[src/rtl/matmul_read_ctrl_if.sv]
// ============================================================================
// matmul_read_ctrl_if : start/done control plus A/B read and C write buses
// Rev 1.0
// ============================================================================
`default_nettype none

interface matmul_read_ctrl_if #(
  parameter int DW    = 8,
  parameter int ACC_W = 19
);
  logic                    start;
  logic                    busy;
  logic                    done;
  logic        [5:0]       a_addr1;
  logic        [5:0]       a_addr2;
  logic signed [DW-1:0]    a_rd1;
  logic signed [DW-1:0]    a_rd2;
  logic        [5:0]       b_addr1;
  logic        [5:0]       b_addr2;
  logic signed [DW-1:0]    b_rd1;
  logic signed [DW-1:0]    b_rd2;
  logic        [5:0]       c_addr;
  logic signed [ACC_W-1:0] c_data;
  logic                    c_wr;

  // master: the sequencer; slave: top-level control plus the three RAMs
  modport master (
    input  start, a_rd1, a_rd2, b_rd1, b_rd2,
    output busy, done, a_addr1, a_addr2, b_addr1, b_addr2, c_addr, c_data, c_wr
  );

  modport slave (
    output start, a_rd1, a_rd2, b_rd1, b_rd2,
    input  busy, done, a_addr1, a_addr2, b_addr1, b_addr2, c_addr, c_data, c_wr
  );
endinterface

`default_nettype wire

[src/rtl/matmul_read_ctrl.sv]
// ============================================================================
// matmul_read_ctrl : 8x8 matmul read sequencer, two MACs per cycle into C RAM
// Rev 1.0
// ============================================================================
`default_nettype none

module matmul_read_ctrl #(
  parameter int DW    = 8,
  parameter int ACC_W = 19,
  parameter int N     = 8
) (
  input  wire                 clk,
  input  wire                 rst_n,
  matmul_read_ctrl_if.master  bus
);

  typedef enum logic [2:0] {
    S_IDLE   = 3'd0,
    S_ISSUE  = 3'd1,
    S_DRAIN  = 3'd2,
    S_WRITE  = 3'd3,
    S_FINISH = 3'd4
  } state_t;

  localparam logic [2:0] c_LAST_IDX  = 3'(N - 1);
  localparam logic [1:0] c_LAST_PAIR = 2'd3;

  state_t                  r_state;
  logic        [2:0]       r_i;
  logic        [2:0]       r_j;
  logic        [1:0]       r_pair;
  logic                    r_vld;
  logic signed [ACC_W-1:0] r_acc;

  logic                    w_iss;
  logic        [2:0]       w_ni;
  logic        [2:0]       w_nj;
  logic        [1:0]       w_np;
  logic signed [2*DW-1:0]  w_prod1;
  logic signed [2*DW-1:0]  w_prod2;
  logic signed [ACC_W-1:0] w_sum;

  // Coordinates of the next ISSUE cycle, so addresses can be registered ahead of it
  always_comb begin
    w_iss = 1'b0;
    w_ni  = r_i;
    w_nj  = r_j;
    w_np  = 2'd0;
    case (r_state)
      S_IDLE: begin
        if (bus.start) begin
          w_iss = 1'b1;
          w_ni  = 3'd0;
          w_nj  = 3'd0;
        end
      end
      S_ISSUE: begin
        if (r_pair != c_LAST_PAIR) begin
          w_iss = 1'b1;
          w_np  = r_pair + 2'd1;
        end
      end
      S_WRITE: begin
        if (r_j != c_LAST_IDX) begin
          w_iss = 1'b1;
          w_nj  = r_j + 3'd1;
        end else if (r_i != c_LAST_IDX) begin
          w_iss = 1'b1;
          w_nj  = 3'd0;
          w_ni  = r_i + 3'd1;
        end
      end
      default: begin
        w_iss = 1'b0;
      end
    endcase
  end

  assign w_prod1 = (2*DW)'(bus.a_rd1) * (2*DW)'(bus.b_rd1);
  assign w_prod2 = (2*DW)'(bus.a_rd2) * (2*DW)'(bus.b_rd2);
  assign w_sum   = r_acc + ACC_W'(w_prod1) + ACC_W'(w_prod2);

  always_ff @(posedge clk or negedge rst_n) begin
    if (!rst_n) begin
      r_state     <= S_IDLE;
      r_i         <= 3'd0;
      r_j         <= 3'd0;
      r_pair      <= 2'd0;
      r_vld       <= 1'b0;
      r_acc       <= '0;
      bus.busy    <= 1'b0;
      bus.done    <= 1'b0;
      bus.c_wr    <= 1'b0;
      bus.c_addr  <= 6'd0;
      bus.c_data  <= '0;
      bus.a_addr1 <= 6'd0;
      bus.a_addr2 <= 6'd0;
      bus.b_addr1 <= 6'd0;
      bus.b_addr2 <= 6'd0;
    end else begin
      bus.c_wr <= 1'b0;
      bus.done <= 1'b0;
      // RAM data lags its address by one cycle
      r_vld    <= (r_state == S_ISSUE);
      if (r_vld) begin
        r_acc <= w_sum;
      end

      // A is indexed by (i, k), B by (k, j); k = 2*pair + port
      bus.a_addr1 <= w_iss ? {w_ni, w_np, 1'b0} : 6'd0;
      bus.a_addr2 <= w_iss ? {w_ni, w_np, 1'b1} : 6'd0;
      bus.b_addr1 <= w_iss ? {w_np, 1'b0, w_nj} : 6'd0;
      bus.b_addr2 <= w_iss ? {w_np, 1'b1, w_nj} : 6'd0;

      case (r_state)
        S_IDLE: begin
          if (bus.start) begin
            r_state  <= S_ISSUE;
            r_i      <= 3'd0;
            r_j      <= 3'd0;
            r_pair   <= 2'd0;
            r_acc    <= '0;
            bus.busy <= 1'b1;
          end
        end
        S_ISSUE: begin
          r_pair <= w_np;
          if (!w_iss) begin
            r_state <= S_DRAIN;
          end
        end
        S_DRAIN: begin
          r_state    <= S_WRITE;
          bus.c_wr   <= 1'b1;
          bus.c_addr <= {r_i, r_j};
          bus.c_data <= w_sum;
        end
        S_WRITE: begin
          r_acc  <= '0;
          r_pair <= 2'd0;
          r_i    <= w_ni;
          r_j    <= w_nj;
          if (w_iss) begin
            r_state <= S_ISSUE;
          end else begin
            r_state  <= S_FINISH;
            bus.busy <= 1'b0;
            bus.done <= 1'b1;
          end
        end
        S_FINISH: begin
          r_state <= S_IDLE;
        end
        default: begin
          r_state <= S_IDLE;
        end
      endcase
    end
  end

endmodule

`default_nettype wire

[src/flat_wrapper.sv]
// flat-port wrapper written by rule: the top's interface ports become plain ports
module matmul_read_ctrl_flat 
#(
  parameter int DW    = 8,
  parameter int ACC_W = 19,
  parameter int N     = 8
)
  (clk, rst_n, bus_start, bus_a_rd1, bus_a_rd2, bus_b_rd1, bus_b_rd2, bus_busy, bus_done, bus_a_addr1, bus_a_addr2, bus_b_addr1, bus_b_addr2, bus_c_addr, bus_c_data, bus_c_wr);
  matmul_read_ctrl_if #(.DW(DW), .ACC_W(ACC_W)) bus_i ();
  input  wire clk;
  input  wire rst_n;
  input wire logic [$bits(bus_i.start)-1:0] bus_start;
  input wire logic [$bits(bus_i.a_rd1)-1:0] bus_a_rd1;
  input wire logic [$bits(bus_i.a_rd2)-1:0] bus_a_rd2;
  input wire logic [$bits(bus_i.b_rd1)-1:0] bus_b_rd1;
  input wire logic [$bits(bus_i.b_rd2)-1:0] bus_b_rd2;
  output wire logic [$bits(bus_i.busy)-1:0] bus_busy;
  output wire logic [$bits(bus_i.done)-1:0] bus_done;
  output wire logic [$bits(bus_i.a_addr1)-1:0] bus_a_addr1;
  output wire logic [$bits(bus_i.a_addr2)-1:0] bus_a_addr2;
  output wire logic [$bits(bus_i.b_addr1)-1:0] bus_b_addr1;
  output wire logic [$bits(bus_i.b_addr2)-1:0] bus_b_addr2;
  output wire logic [$bits(bus_i.c_addr)-1:0] bus_c_addr;
  output wire logic [$bits(bus_i.c_data)-1:0] bus_c_data;
  output wire logic [$bits(bus_i.c_wr)-1:0] bus_c_wr;
  assign bus_i.start = bus_start;
  assign bus_i.a_rd1 = bus_a_rd1;
  assign bus_i.a_rd2 = bus_a_rd2;
  assign bus_i.b_rd1 = bus_b_rd1;
  assign bus_i.b_rd2 = bus_b_rd2;
  assign bus_busy = bus_i.busy;
  assign bus_done = bus_i.done;
  assign bus_a_addr1 = bus_i.a_addr1;
  assign bus_a_addr2 = bus_i.a_addr2;
  assign bus_b_addr1 = bus_i.b_addr1;
  assign bus_b_addr2 = bus_i.b_addr2;
  assign bus_c_addr = bus_i.c_addr;
  assign bus_c_data = bus_i.c_data;
  assign bus_c_wr = bus_i.c_wr;
  matmul_read_ctrl #(.DW(DW), .ACC_W(ACC_W), .N(N)) u_core (.clk(clk), .rst_n(rst_n), .bus(bus_i));
endmodule
[config.mk]
export PLATFORM = sky130hd
export DESIGN_NAME = matmul_read_ctrl_flat
export DESIGN_NICKNAME = d
export VERILOG_FILES = /design/src/rtl/matmul_read_ctrl_if.sv /design/src/rtl/matmul_read_ctrl.sv /design/src/flat_wrapper.sv
export SDC_FILE = /design/constraint.sdc
export NUM_CORES = 1
export LEC_CHECK = 0
export CELL_PAD_IN_SITES_DETAIL_PLACEMENT = 2
export CELL_PAD_IN_SITES_GLOBAL_PLACEMENT = 2
export CORE_UTILIZATION = 35
export DETAILED_ROUTE_END_ITERATION = 8
export PLACE_DENSITY_LB_ADDON = 0.1
export SLEW_MARGIN = 20
export SYNTH_ARGS = -nofsm -noshare
export SYNTH_HDL_FRONTEND = slang
export SYNTH_SLANG_ARGS = --single-unit
[constraint.sdc]
create_clock -name clk -period 4.7 [get_ports clk]
set_clock_uncertainty 0.15 [all_clocks]
set_input_delay 0.94 -clock clk [delete_from_list [all_inputs] [get_ports clk]]
set_output_delay 0.94 -clock clk [all_outputs]
set_load 0.01 [all_outputs]
==> impl_metrics.ini <==
[global_route]
grt_max_degree = 69
grtUsageTotal_pct = 21.18
grt_antenna_before_repair = 0
grt_pass1_wl_um = 43450
grt_pass1_vias = 8229
grt_overflow = 0

[clocking]
clk_path_buf_depth = 2
root_buffer = clkbuf_16
cts_tree = built
clkLatencyLatePin_ns = 0.33
cts.sinks = 68
path_clk_slew_ns = 0.06
cts-htree-levels = 3
cts-buffers-inserted = 9
ctsHoldBuffers = 0

[route]
ant_nets = 0
first_pass_iters = 4
wirelength_um = 26380
route.vias.total = 6868
drtIter0Drc = 160
drc = 0
routed_via_density = 4.688
post_drt_wl_per_cell_um = 18.00

[layout]
final_nets = 1415
seqCellArea_um2 = 1702
num_antenna_cells = 0
layout-drive-gt1-share_pct = 27.70
final_cells = 1465
area_growth_pct = 34.01
nFillCells = 2707
multi_input_area_um2 = 7358

[setup_path]
reg2reg_from = u_core.r_acc[5]
crit_path_start_kind = input pin
crit_path_end_kind = flop
crit_fanout = 4
crit_type = input pin to flop
critical_path.startpoint = bus_b_rd2[6]
required_ns = 4.76
critPathArrivalTime_ns = 6.06
r2r_slack_ns = -0.43

[yosys]
synthTopCellsByCount = 213 x inv_1, 169 x fa_1, 115 x nand2_1, 85 x ha_1, 73 x and2_1
ys_dominant_reg_cell = dfrtp_1
synth_top_area_share_pct = 36.69
ys_types = 50
syn_area_um2 = 9220
syn_area_per_cell_um2 = 9.830
yosysTopAreaCell = fa_1
synth_edf_count = 0
synth_area_leaders = fa_1 37%, dfrtp_1 18%, ha_1 12%
asyncSetResetFlopFracSynth_pct = 100.0
ys_ff_latch = 68
synthesis.instances = 938
yosysSeqAreaShare_pct = 18.46
yosysMostFrequentCell = inv_1
yosysWarnings = 0

[outcome]
status = finished with violations
violations = negative setup slack

[place]
hpwl_um = 21970
finalWeightedCongestion = 0.7952
pre_cts_slack_ns = -2.072
port-buffer-count = 84
dp_cells = 1425

[min_path]
min_from = u_core.bus.c_data[9]
hp-class = flop to flop

[floorplanning]
die-area_um2 = 27000
start_util_pct = 35.48
fp.coreArea_um2 = 25980
die_h_um = 164.3
die_x_um = 164.3
io_pins = 87
num_rows = 59

[sta]
fmax_mhz = 166.6
rsz0062_at_grt = true
setup_tns_ns = -27.67
finalSetupViolations = 30
fin_crit_sh_pct = 127.7
timing.final.crit_period_ns = 6.002
relSlewSlack_pct = 27.27
tightest_slew_ns = 1.091
hold_viol = 0
final_max_slew_viol_count = 0
holdWs_ns = 0.3261
final.setup.worst_slack_ns = -1.302

[flow_run]
cap_viol_max_count = 0
## registers in the layout, summed over array words and instances (netlist names)
| register | cells |
|---|---|
| u_core.bus.c_data | 19 |
| u_core.bus.c_wr | 1 |
| u_core.r_pair | 2 |
| u_core.bus.c_addr | 6 |
| u_core.bus.busy | 1 |
| u_core.r_acc | 19 |
| u_core.r_i | 3 |
| u_core.r_j | 3 |
| u_core.bus.b_addr2 | 3 |
| u_core.bus.done | 1 |
| u_core.r_vld | 1 |
| u_core.bus.a_addr2 | 6 |
| u_core.r_state | 3 |
## cells in the final DEF, fill, tap and decap left out, types with 16 or more instances in the layout
cell and n:
and2_1 58, buf_4 91, buf_6 27, clkdlybuf4s50_1 51
dfrtp_1 68, fa_1 153, fa_2 16, ha_1 66
ha_4 18, inv_1 183, inv_2 28, nand2_1 100
nor2_1 35
## repair_timing
action                                  in CTS  in global routing
gates cloned                                 0                  0
setup buffers                               15                 12
endpoints found under the hold margin        0                  0
gates resized for setup                    212                 90
pin swaps                                   91                 70
endpoints found under the setup margin      31                 30
## per-stage QoR
step	util [%]	instance area [µm²]
after floorplan	-	9469
after CTS	46.67	12130
after global placement	43.38	11270
after detailed placement	43.38	11270
after global routing	47.55	12360
final	47.55	12360
## layer usage
layer / up-vias / track usage [%] / wire length [µm]
met5: - / 0 / 0
met4: 0 / 3.157 / 208
met3: 14 / 2.096 / 260
met2: 45 / 38.95 / 14510
met1: 3613 / 27.15 / 11400
li1: 3196 / - / -
## final timing paths
path | endpoint | cells after the start
max in group asynchronous | u_core.bus.a_addr2[0] | 1
worst max-delay path | u_core.r_acc[14] | 23
worst max register to register | u_core.r_acc[16] | 17
min in group asynchronous | u_core.r_pair[1] | 1
worst min-delay path | u_core.bus.c_data[9] | 2
worst min register to register | u_core.bus.c_data[9] | 2
## critical path, stage by stage
cell     delay (ns)
buf_6          0.09
buf_6          0.12
buf_6          0.13
buf_6          0.11
and2_4         0.15
fa_2           0.52
inv_2          0.04
fa_2           0.52
inv_2          0.04
fa_1           0.50
fa_1           0.46
fa_1           0.52
inv_2          0.04
fa_1           0.49
inv_2          0.05
ha_4           0.30
nor2_4         0.06
nor4_4         0.31
a21oi_4        0.12
buf_6          0.14
xnor2_4        0.13
mux2i_1        0.21
nor2_1         0.09
## kinds of logic after synthesis
family | share of synthesized area, %
multiplexers | 1.547
AO/OA/AOI/OAI | 5.292
flip-flops | 18.46
adder cells (fa/ha/maj) | 48.23
other | 0.04067
buffers and inverters | 10.38
XOR/XNOR | 2.375
AND/OR/NAND/NOR | 13.68
## layout make-up
class	instances	share of cell area [%]
Clock buffer	13	2.025
Clock inverter	2	0.2835
Inverter	215	6.643
Multi-Input combinational cell	632	59.55
Sequential cell	68	13.77
Tap cell	335	3.392
Timing Repair Buffer	200	14.33
Power is left out: the tool's default activity adds up to more than one toggle a clock period on the data nets, which glitch-free logic cannot reach.
